===== src/rtl/wino_pkg.sv =====
// Shared types and Winograd tile geometry for the data-controller datapath.
// F(2,3) uses 4x4 input tiles stepping by 2; F(4,3) uses 6x6 tiles stepping by 4.
package wino_pkg;

    typedef enum logic [2:0] {
        StIdle,
        StLoad,
        StReady,
        StStream,
        StDone
    } state_e;

    typedef enum logic {
        SizeF23 = 1'b0,
        SizeF43 = 1'b1
    } size_type_e;

    localparam int unsigned TileF23  = 4;
    localparam int unsigned StepF23  = 2;
    localparam int unsigned ShiftF23 = 1;
    localparam int unsigned TileF43  = 6;
    localparam int unsigned StepF43  = 4;
    localparam int unsigned ShiftF43 = 2;

endpackage


===== src/rtl/tile_scan_counter.sv =====
// 2-D tile origin stepper: walks origins row-major over the feature map and
// flags the final tile and tiles that overhang the image edge.
module tile_scan_counter
    import wino_pkg::*;
#(
    parameter int unsigned DIM_W = 9
) (
    input  logic             clk,
    input  logic             reset,
    input  logic             size_type_i,
    input  logic [DIM_W-1:0] width_i,
    input  logic [DIM_W-1:0] height_i,
    input  logic             clear_i,
    input  logic             advance_i,
    output logic [DIM_W-1:0] x_o,
    output logic [DIM_W-1:0] y_o,
    output logic             last_o,
    output logic             partial_o,
    output logic             empty_o
);

    logic [DIM_W-1:0] x_q, x_d, y_q, y_d;
    logic [DIM_W-1:0] xi_q, xi_d, yi_q, yi_d;
    logic [DIM_W-1:0] step;
    logic [DIM_W:0]   tile_w, nx, ny;
    logic             last_col, last_row;

    // ceil((dim-2)/STEP) via add-and-shift; the extra bit keeps the sum from wrapping.
    function automatic logic [DIM_W:0] tiles_per_axis(input logic [DIM_W-1:0] dim,
                                                      input logic f43);
        logic [DIM_W:0] num;
        num = {1'b0, dim} - (DIM_W+1)'(2);
        if (dim < DIM_W'(3)) begin
            return '0;
        end
        if (f43) begin
            return (num + (DIM_W+1)'(StepF43 - 1)) >> ShiftF43;
        end
        return (num + (DIM_W+1)'(StepF23 - 1)) >> ShiftF23;
    endfunction

    always_comb begin
        step   = (size_type_i == SizeF43) ? DIM_W'(StepF43) : DIM_W'(StepF23);
        tile_w = (size_type_i == SizeF43) ? (DIM_W+1)'(TileF43) : (DIM_W+1)'(TileF23);
        nx     = tiles_per_axis(width_i, size_type_i);
        ny     = tiles_per_axis(height_i, size_type_i);

        last_col = ({1'b0, xi_q} + (DIM_W+1)'(1)) == nx;
        last_row = ({1'b0, yi_q} + (DIM_W+1)'(1)) == ny;

        x_d  = x_q;
        y_d  = y_q;
        xi_d = xi_q;
        yi_d = yi_q;
        if (clear_i) begin
            x_d  = '0;
            y_d  = '0;
            xi_d = '0;
            yi_d = '0;
        end else if (advance_i) begin
            if (last_col) begin
                x_d  = '0;
                xi_d = '0;
                y_d  = y_q + step;
                yi_d = yi_q + DIM_W'(1);
            end else begin
                x_d  = x_q + step;
                xi_d = xi_q + DIM_W'(1);
            end
        end
    end

    always_ff @(posedge clk) begin
        if (reset) begin
            x_q  <= '0;
            y_q  <= '0;
            xi_q <= '0;
            yi_q <= '0;
        end else begin
            x_q  <= x_d;
            y_q  <= y_d;
            xi_q <= xi_d;
            yi_q <= yi_d;
        end
    end

    assign x_o       = x_q;
    assign y_o       = y_q;
    assign last_o    = last_col & last_row;
    assign partial_o = (({1'b0, x_q} + tile_w) > {1'b0, width_i}) ||
                       (({1'b0, y_q} + tile_w) > {1'b0, height_i});
    assign empty_o   = (nx == '0) || (ny == '0);

endmodule


===== src/rtl/data_controller.sv =====
// Responder side of the main-controller handshake: loads one input channel,
// then streams Winograd tile origins to the PE array on a start edge.
module data_controller
    import wino_pkg::*;
#(
    parameter int unsigned ID_W  = 4,
    parameter int unsigned DIM_W = 9
) (
    input  logic             clk,
    input  logic             reset,
    input  logic             cfg_wen_i,
    input  logic [DIM_W-1:0] total_width_i,
    input  logic [DIM_W-1:0] total_height_i,
    input  logic             total_size_type_i,
    input  logic             data_prepare_i,
    input  logic             data_start_i,
    input  logic [ID_W-1:0]  data_id_i,
    output logic             data_ready_o,
    output logic             data_complete_o,
    output logic             load_req_o,
    output logic [ID_W-1:0]  load_id_o,
    input  logic             load_done_i,
    output logic             tile_valid_o,
    input  logic             tile_ready_i,
    output logic [DIM_W-1:0] tile_x_o,
    output logic [DIM_W-1:0] tile_y_o,
    output logic             tile_last_o,
    output logic             tile_partial_o
);

    state_e           state_q, state_d;
    logic             start_q, start_rise;
    logic [DIM_W-1:0] width_q, width_d, height_q, height_d;
    logic             size_type_q, size_type_d;
    logic [ID_W-1:0]  load_id_q, load_id_d;
    logic             load_req_q, load_req_d;
    logic             ready_q, ready_d;
    logic             complete_q, complete_d;
    logic             valid_q, valid_d;
    logic             scan_clear, scan_advance, accept;
    logic [DIM_W-1:0] scan_x, scan_y;
    logic             scan_last, scan_partial, scan_empty;

    assign start_rise = data_start_i & ~start_q;
    assign accept     = valid_q & tile_ready_i;

    always_comb begin
        state_d      = state_q;
        load_id_d    = load_id_q;
        width_d      = width_q;
        height_d     = height_q;
        size_type_d  = size_type_q;
        scan_clear   = 1'b0;
        scan_advance = 1'b0;

        if (cfg_wen_i && (state_q == StIdle || state_q == StDone)) begin
            width_d     = total_width_i;
            height_d    = total_height_i;
            size_type_d = total_size_type_i;
        end

        unique case (state_q)
            StIdle, StDone: begin
                if (data_prepare_i) begin
                    state_d   = StLoad;
                    load_id_d = data_id_i;
                end
            end
            StLoad: begin
                if (load_done_i) state_d = StReady;
            end
            StReady: begin
                if (start_rise) begin
                    scan_clear = 1'b1;
                    state_d    = scan_empty ? StDone : StStream;
                end
            end
            StStream: begin
                scan_advance = accept;
                if (accept && scan_last) state_d = StDone;
            end
            default: state_d = StIdle;
        endcase

        // Outputs are registered from the next state so they line up with it.
        load_req_d = (state_d == StLoad) && (state_q != StLoad);
        ready_d    = (state_d == StReady);
        valid_d    = (state_d == StStream);
        complete_d = (state_d == StDone);
    end

    always_ff @(posedge clk) begin
        if (reset) begin
            state_q     <= StIdle;
            start_q     <= 1'b0;
            width_q     <= '0;
            height_q    <= '0;
            size_type_q <= 1'b0;
            load_id_q   <= '0;
            load_req_q  <= 1'b0;
            ready_q     <= 1'b0;
            complete_q  <= 1'b0;
            valid_q     <= 1'b0;
        end else begin
            state_q     <= state_d;
            start_q     <= data_start_i;
            width_q     <= width_d;
            height_q    <= height_d;
            size_type_q <= size_type_d;
            load_id_q   <= load_id_d;
            load_req_q  <= load_req_d;
            ready_q     <= ready_d;
            complete_q  <= complete_d;
            valid_q     <= valid_d;
        end
    end

    tile_scan_counter #(
        .DIM_W(DIM_W)
    ) u_scan (
        .clk        (clk),
        .reset      (reset),
        .size_type_i(size_type_q),
        .width_i    (width_q),
        .height_i   (height_q),
        .clear_i    (scan_clear),
        .advance_i  (scan_advance),
        .x_o        (scan_x),
        .y_o        (scan_y),
        .last_o     (scan_last),
        .partial_o  (scan_partial),
        .empty_o    (scan_empty)
    );

    assign data_ready_o    = ready_q;
    assign data_complete_o = complete_q;
    assign load_req_o      = load_req_q;
    assign load_id_o       = load_id_q;
    assign tile_valid_o    = valid_q;
    // Tile fields read as zero whenever no tile is being offered.
    assign tile_x_o        = valid_q ? scan_x : '0;
    assign tile_y_o        = valid_q ? scan_y : '0;
    assign tile_last_o     = valid_q & scan_last;
    assign tile_partial_o  = valid_q & scan_partial;

endmodule


===== config.mk =====
export PLATFORM = sky130hd
export DESIGN_NAME = data_controller
export DESIGN_NICKNAME = d
export VERILOG_FILES = /design/src/rtl/wino_pkg.sv /design/src/rtl/tile_scan_counter.sv /design/src/rtl/data_controller.sv
export SDC_FILE = /design/constraint.sdc
export NUM_CORES = 1
export LEC_CHECK = 0
export ABC_AREA = 0
export BUFFER_PORTS_ARGS = -buffer_cell sky130_fd_sc_hd__buf_2
export CAP_MARGIN = 15
export CELL_PAD_IN_SITES_DETAIL_PLACEMENT = 0
export CELL_PAD_IN_SITES_GLOBAL_PLACEMENT = 1
export CORE_ASPECT_RATIO = 1.2
export CORE_MARGIN = 2
export CORE_UTILIZATION = 45
export DETAILED_ROUTE_END_ITERATION = 8
export GPL_TIMING_DRIVEN = 0
export HOLD_SLACK_MARGIN = 0.15
export PLACE_DENSITY_LB_ADDON = 0.1
export SYNTH_ARGS = -nofsm -noshare
export SYNTH_HDL_FRONTEND = slang
export SYNTH_SLANG_ARGS = --single-unit

===== constraint.sdc =====
create_clock -name clk -period 6 [get_ports clk]
set_input_delay 0.9 -clock clk [delete_from_list [all_inputs] [get_ports clk]]
set_output_delay 0.9 -clock clk [all_outputs]
set_load 0.005 [all_outputs]

==> impl_metrics.py <==
metrics = {
    "sta": {
        "maxSlewViolCount": 0,
        "fin_skew_ps": 8.92,
        "finalHoldViolations": 0,
        "worstMarginPinSlew_ps": 875,
        "fin_crit_sh_pct": 93.2,
        "setup_viol": 0,
        "relSlewSlack_pct": 41.2,
        "fmax_ghz": 0.179,
        "rsz0062_at_grt": "false",
        "finalSetupTns_ps": 0,
        "period_needed_ps": 5590,
    },
    "logic_synthesis": {
        "avgSynthCellArea_um2": 7.40,
        "synth.yosys.seq_area_share_pct": 22.0,
        "syn_inst": 801,
        "synth_edf_count": 0,
        "ys.flop_type": "dfxtp_1",
        "yosysUniqueCellTypes": 73,
        "syn_area_um2": 5920,
        "synth_top_cell_area_share_pct": 22.0,
        "synth-async-reset-ratio_pct": 0,
        "ys_ff_latch": 65,
        "synth_area_leaders": "dfxtp_1 (22%), ha_1 (8.0%), nand2_1 (6.0%)",
        "synth_top_cell_by_area": "dfxtp_1",
        "synth_warnings": 0,
    },
    "critical_path": {
        "path_delay_family": "simple AND/OR/NAND/NOR gates",
        "r2r_start": "width_q[1]$_SDFFE_PP0P_",
        "critPathMaxStageDelay_ps": 480,
        "crit_slowest_cell": "or4_1",
        "r2r_slack_ps": 1110,
        "crit_fanout": 10,
        "critPathArrivalTime_ps": 4690,
        "crit_buf_inv": 5,
        "cp.required_ps": 5100,
        "critPathKind": "flip-flop to output pin",
        "path_cells": "buf_2 -> inv_1 -> ha_1 -> buf_4 -> nor3b_2 -> mux2i_1 -> a21oi_1 -> or4_1 -> o211a_1 -> or3_1 -> a221o_1 -> buf_6 -> nor2_1 -> and4_1 -> buf_2",
        "cp-end-kind": "output pin",
        "cp_common_cell": "buf_2",
        "critPathLaunchType": "flip-flop",
        "r2r_end": "u_scan.y_o[3]$_SDFFE_PP0P_",
        "ff2ff_path_depth": 18,
    },
    "detailed_routing": {
        "postRouteAntennaNets": 0,
        "vias_per_cell": 5.76,
        "drt-total-wl_mm": 17.4,
        "drc": 0,
        "dr.pass1.iters": 4,
        "dr.first_iter.drc_count": 245,
        "wl_per_cell_um": 16.8,
        "route.vias.total": 5968,
    },
    "power_and_ir_drop": {
        "switching_share_pct": 34.9,
        "powerDensity_nw_per_um2": 268,
        "p_leak_nw": 2.73,
        "pwr-share-comb_pct": 36.9,
        "vdd_ir_drop_max_mv": 0.176,
        "clkPwrFrac_pct": 36.8,
        "intPower_w": 0.00118,
        "p_switching_w": 0.000634,
        "seqPwrFrac_pct": 26.3,
        "p_total_w": 0.00182,
    },
    "die": {
        "dieWidth_um": 109,
        "die_y_um": 130,
        "io_pins": 58,
        "coreArea_um2": 12800,
        "dieArea_um2": 14100,
        "start_util_pct": 46.4,
        "rows": 45,
    },
    "placement": {
        "port_buffers": 54,
        "gp_congestion": 0.923,
        "dpl_cell_area_um2": 6400,
        "hpwl_mm": 13.7,
    },
    "clock_tree": {
        "cts_resized": 0,
        "cts_sinks": 65,
        "postCtsHoldBufs": 0,
        "post-cts-setup-buffer-count": 0,
        "cts.reportedPaths.clkPinSlew_ps": 60,
        "h-tree-depth": 3,
        "cts_buffers": 9,
        "root_buffer": "clkbuf_16",
        "cts_tree": "built",
        "insertion_delay_ps": 340,
        "clock_path_buffers": 2,
    },
    "hold_path": {
        "min_to": "load_id_o[3]$_SDFFE_PP0P_",
        "hold_path_depth": 2,
        "min_path_type": "flip-flop to flip-flop",
        "min_from": "load_id_o[3]$_SDFFE_PP0P_",
    },
    "grt": {
        "grt_antenna_before_repair": 0,
        "grt_overflow": 0,
        "grt_pass1_wl_mm": 27.9,
        "grt_pass1_vias": 5734,
        "grt_usage_pct": 25.1,
        "grt_max_degree": 13,
    },
    "job": {
        "max_cap_violations": 0,
    },
    "layout": {
        "register_area_um2": 1300,
        "fin_util_pct": 53.1,
        "fin_area_um2": 6790,
        "fillers": 1237,
        "fin_nets": 938,
        "insertedDiodeCount": 0,
        "drive_gt1_share_pct": 11.7,
        "area_growth_pct": 14.6,
        "multiInputGateArea_um2": 4290,
    },
    "status": {
        "status": "finished clean",
    },
}
==> layout make-up <==
| type | count | share of cell area (%) |
|---|---|---|
| clock inverters | 6 | 2.03 |
| clock buffers | 10 | 3.52 |
| flip-flops and latches | 65 | 19.2 |
| multi-input cells | 656 | 63.1 |
| well taps | 164 | 3.02 |
| plain buffers | 47 | 3.15 |
| repair buffers | 55 | 4.09 |
| inverters | 34 | 1.88 |
==> state kept, by name, summed over array words and instances, names as in the netlist <==
name and cells:
data_complete_o 1, data_ready_o 1, height_q 9, load_id_o 4, load_req_o 1, size_type_q 1, start_q 1, state_q 3
tile_valid_o 1, u_scan.x_o 8, u_scan.xi_q 9, u_scan.y_o 8, u_scan.yi_q 9, width_q 9
==> how the worst max path moves through the flow <==
stage,start,endpoint,cells past startpoint
final,width_q[1]$_SDFFE_PP0P_,tile_last_o,15
after global routing,height_q[1]$_SDFFE_PP0P_,tile_last_o,13
after CTS,width_q[1]$_SDFFE_PP0P_,tile_last_o,15
after detailed placement,width_q[1]$_SDFFE_PP0P_,tile_last_o,15
after global placement,width_q[1]$_SDFFE_PP0P_,tile_last_o,15
after floorplan,width_q[1]$_SDFFE_PP0P_,tile_last_o,14
==> power groups by stage <==
stage	registers, W	clock network (W)	logic [W]
floorplan	0.000478	0	0.000515
global placement	0.000486	0	0.000651
detailed placement	0.000487	0	0.000658
CTS	0.000477	0.000677	0.000663
global route	0.000480	0.000696	0.000739
finish	0.000478	0.000669	0.000671
==> worst reg2reg max path: stages (launching register included) <==
cell and delay, ps:
dfxtp_1 410, buf_2 240, inv_1 150, ha_1 170, buf_4 160, nor3b_2 440, mux2i_1 350, a21oi_1 160
or4_1 490, o211a_1 150, or3_1 370, a221o_1 370, buf_6 150, or3_1 340, buf_2 170, buf_2 200
buf_2 200, o211ai_1 190, nand2_1 60
==> per-layer routing <==
| layer | vias up | GRT usage, % | part of all wire, % |
|---|---|---|---|
| met5 | - | 0 | 0 |
| met4 | 0 | 9.80 | 3.1 |
| li1 | 3036 | - | - |
| met1 | 2792 | 29.4 | 43 |
| met2 | 104 | 46.3 | 52 |
| met3 | 36 | 2.95 | 2.2 |
==> metrics by stage <==
step / worst slack [ps] / hold slack [ps] / cells
global placement: 885 / 443 / 1020
global route: 155 / 476 / 1037
CTS: 440 / 454 / 1036
detailed placement: 819 / 445 / 1020
finish: 407 / 452 / 1037
floorplan: 1620 / 453 / 802
==> cell usage after synthesis, types with 14 or more instances <==
cell      instances
or4_1            14
nand2_1          94
clkbuf_1         31
nor3_1           22
or3_1            17
nand3_1          28
xor2_1           21
dfxtp_1          65
o21ai_0          28
nor4_1           20
o211ai_1         14
and2_1           21
inv_1            32
nor2_1           58
xnor2_1          40
ha_1             38
a21oi_1          67
==> layout by cell type (no fill, tap or decap), types with 20 or more instances in the layout <==
cell / instances
nand2_1: 94
a21oi_1: 67
dfxtp_1: 65
buf_2: 60
nor2_1: 58
xnor2_1: 40
ha_1: 38
inv_1: 32
clkbuf_1: 31
o21ai_0: 28
nand3_1: 28
nor3_1: 22
xor2_1: 21
and2_1: 21
nor4_1: 20
==> logic make-up after synthesis <==
logic type	synth area share, %
adders and majority gates	8.70
muxes	2.07
and+or+nand+nor	30.0
buffers and inverters	5.77
DFF	22.0
other	0.0633
xor gates and xnor gates	9.02
AOI/OAI and AO/OA	22.4
(Power assumes the default switching activity.)
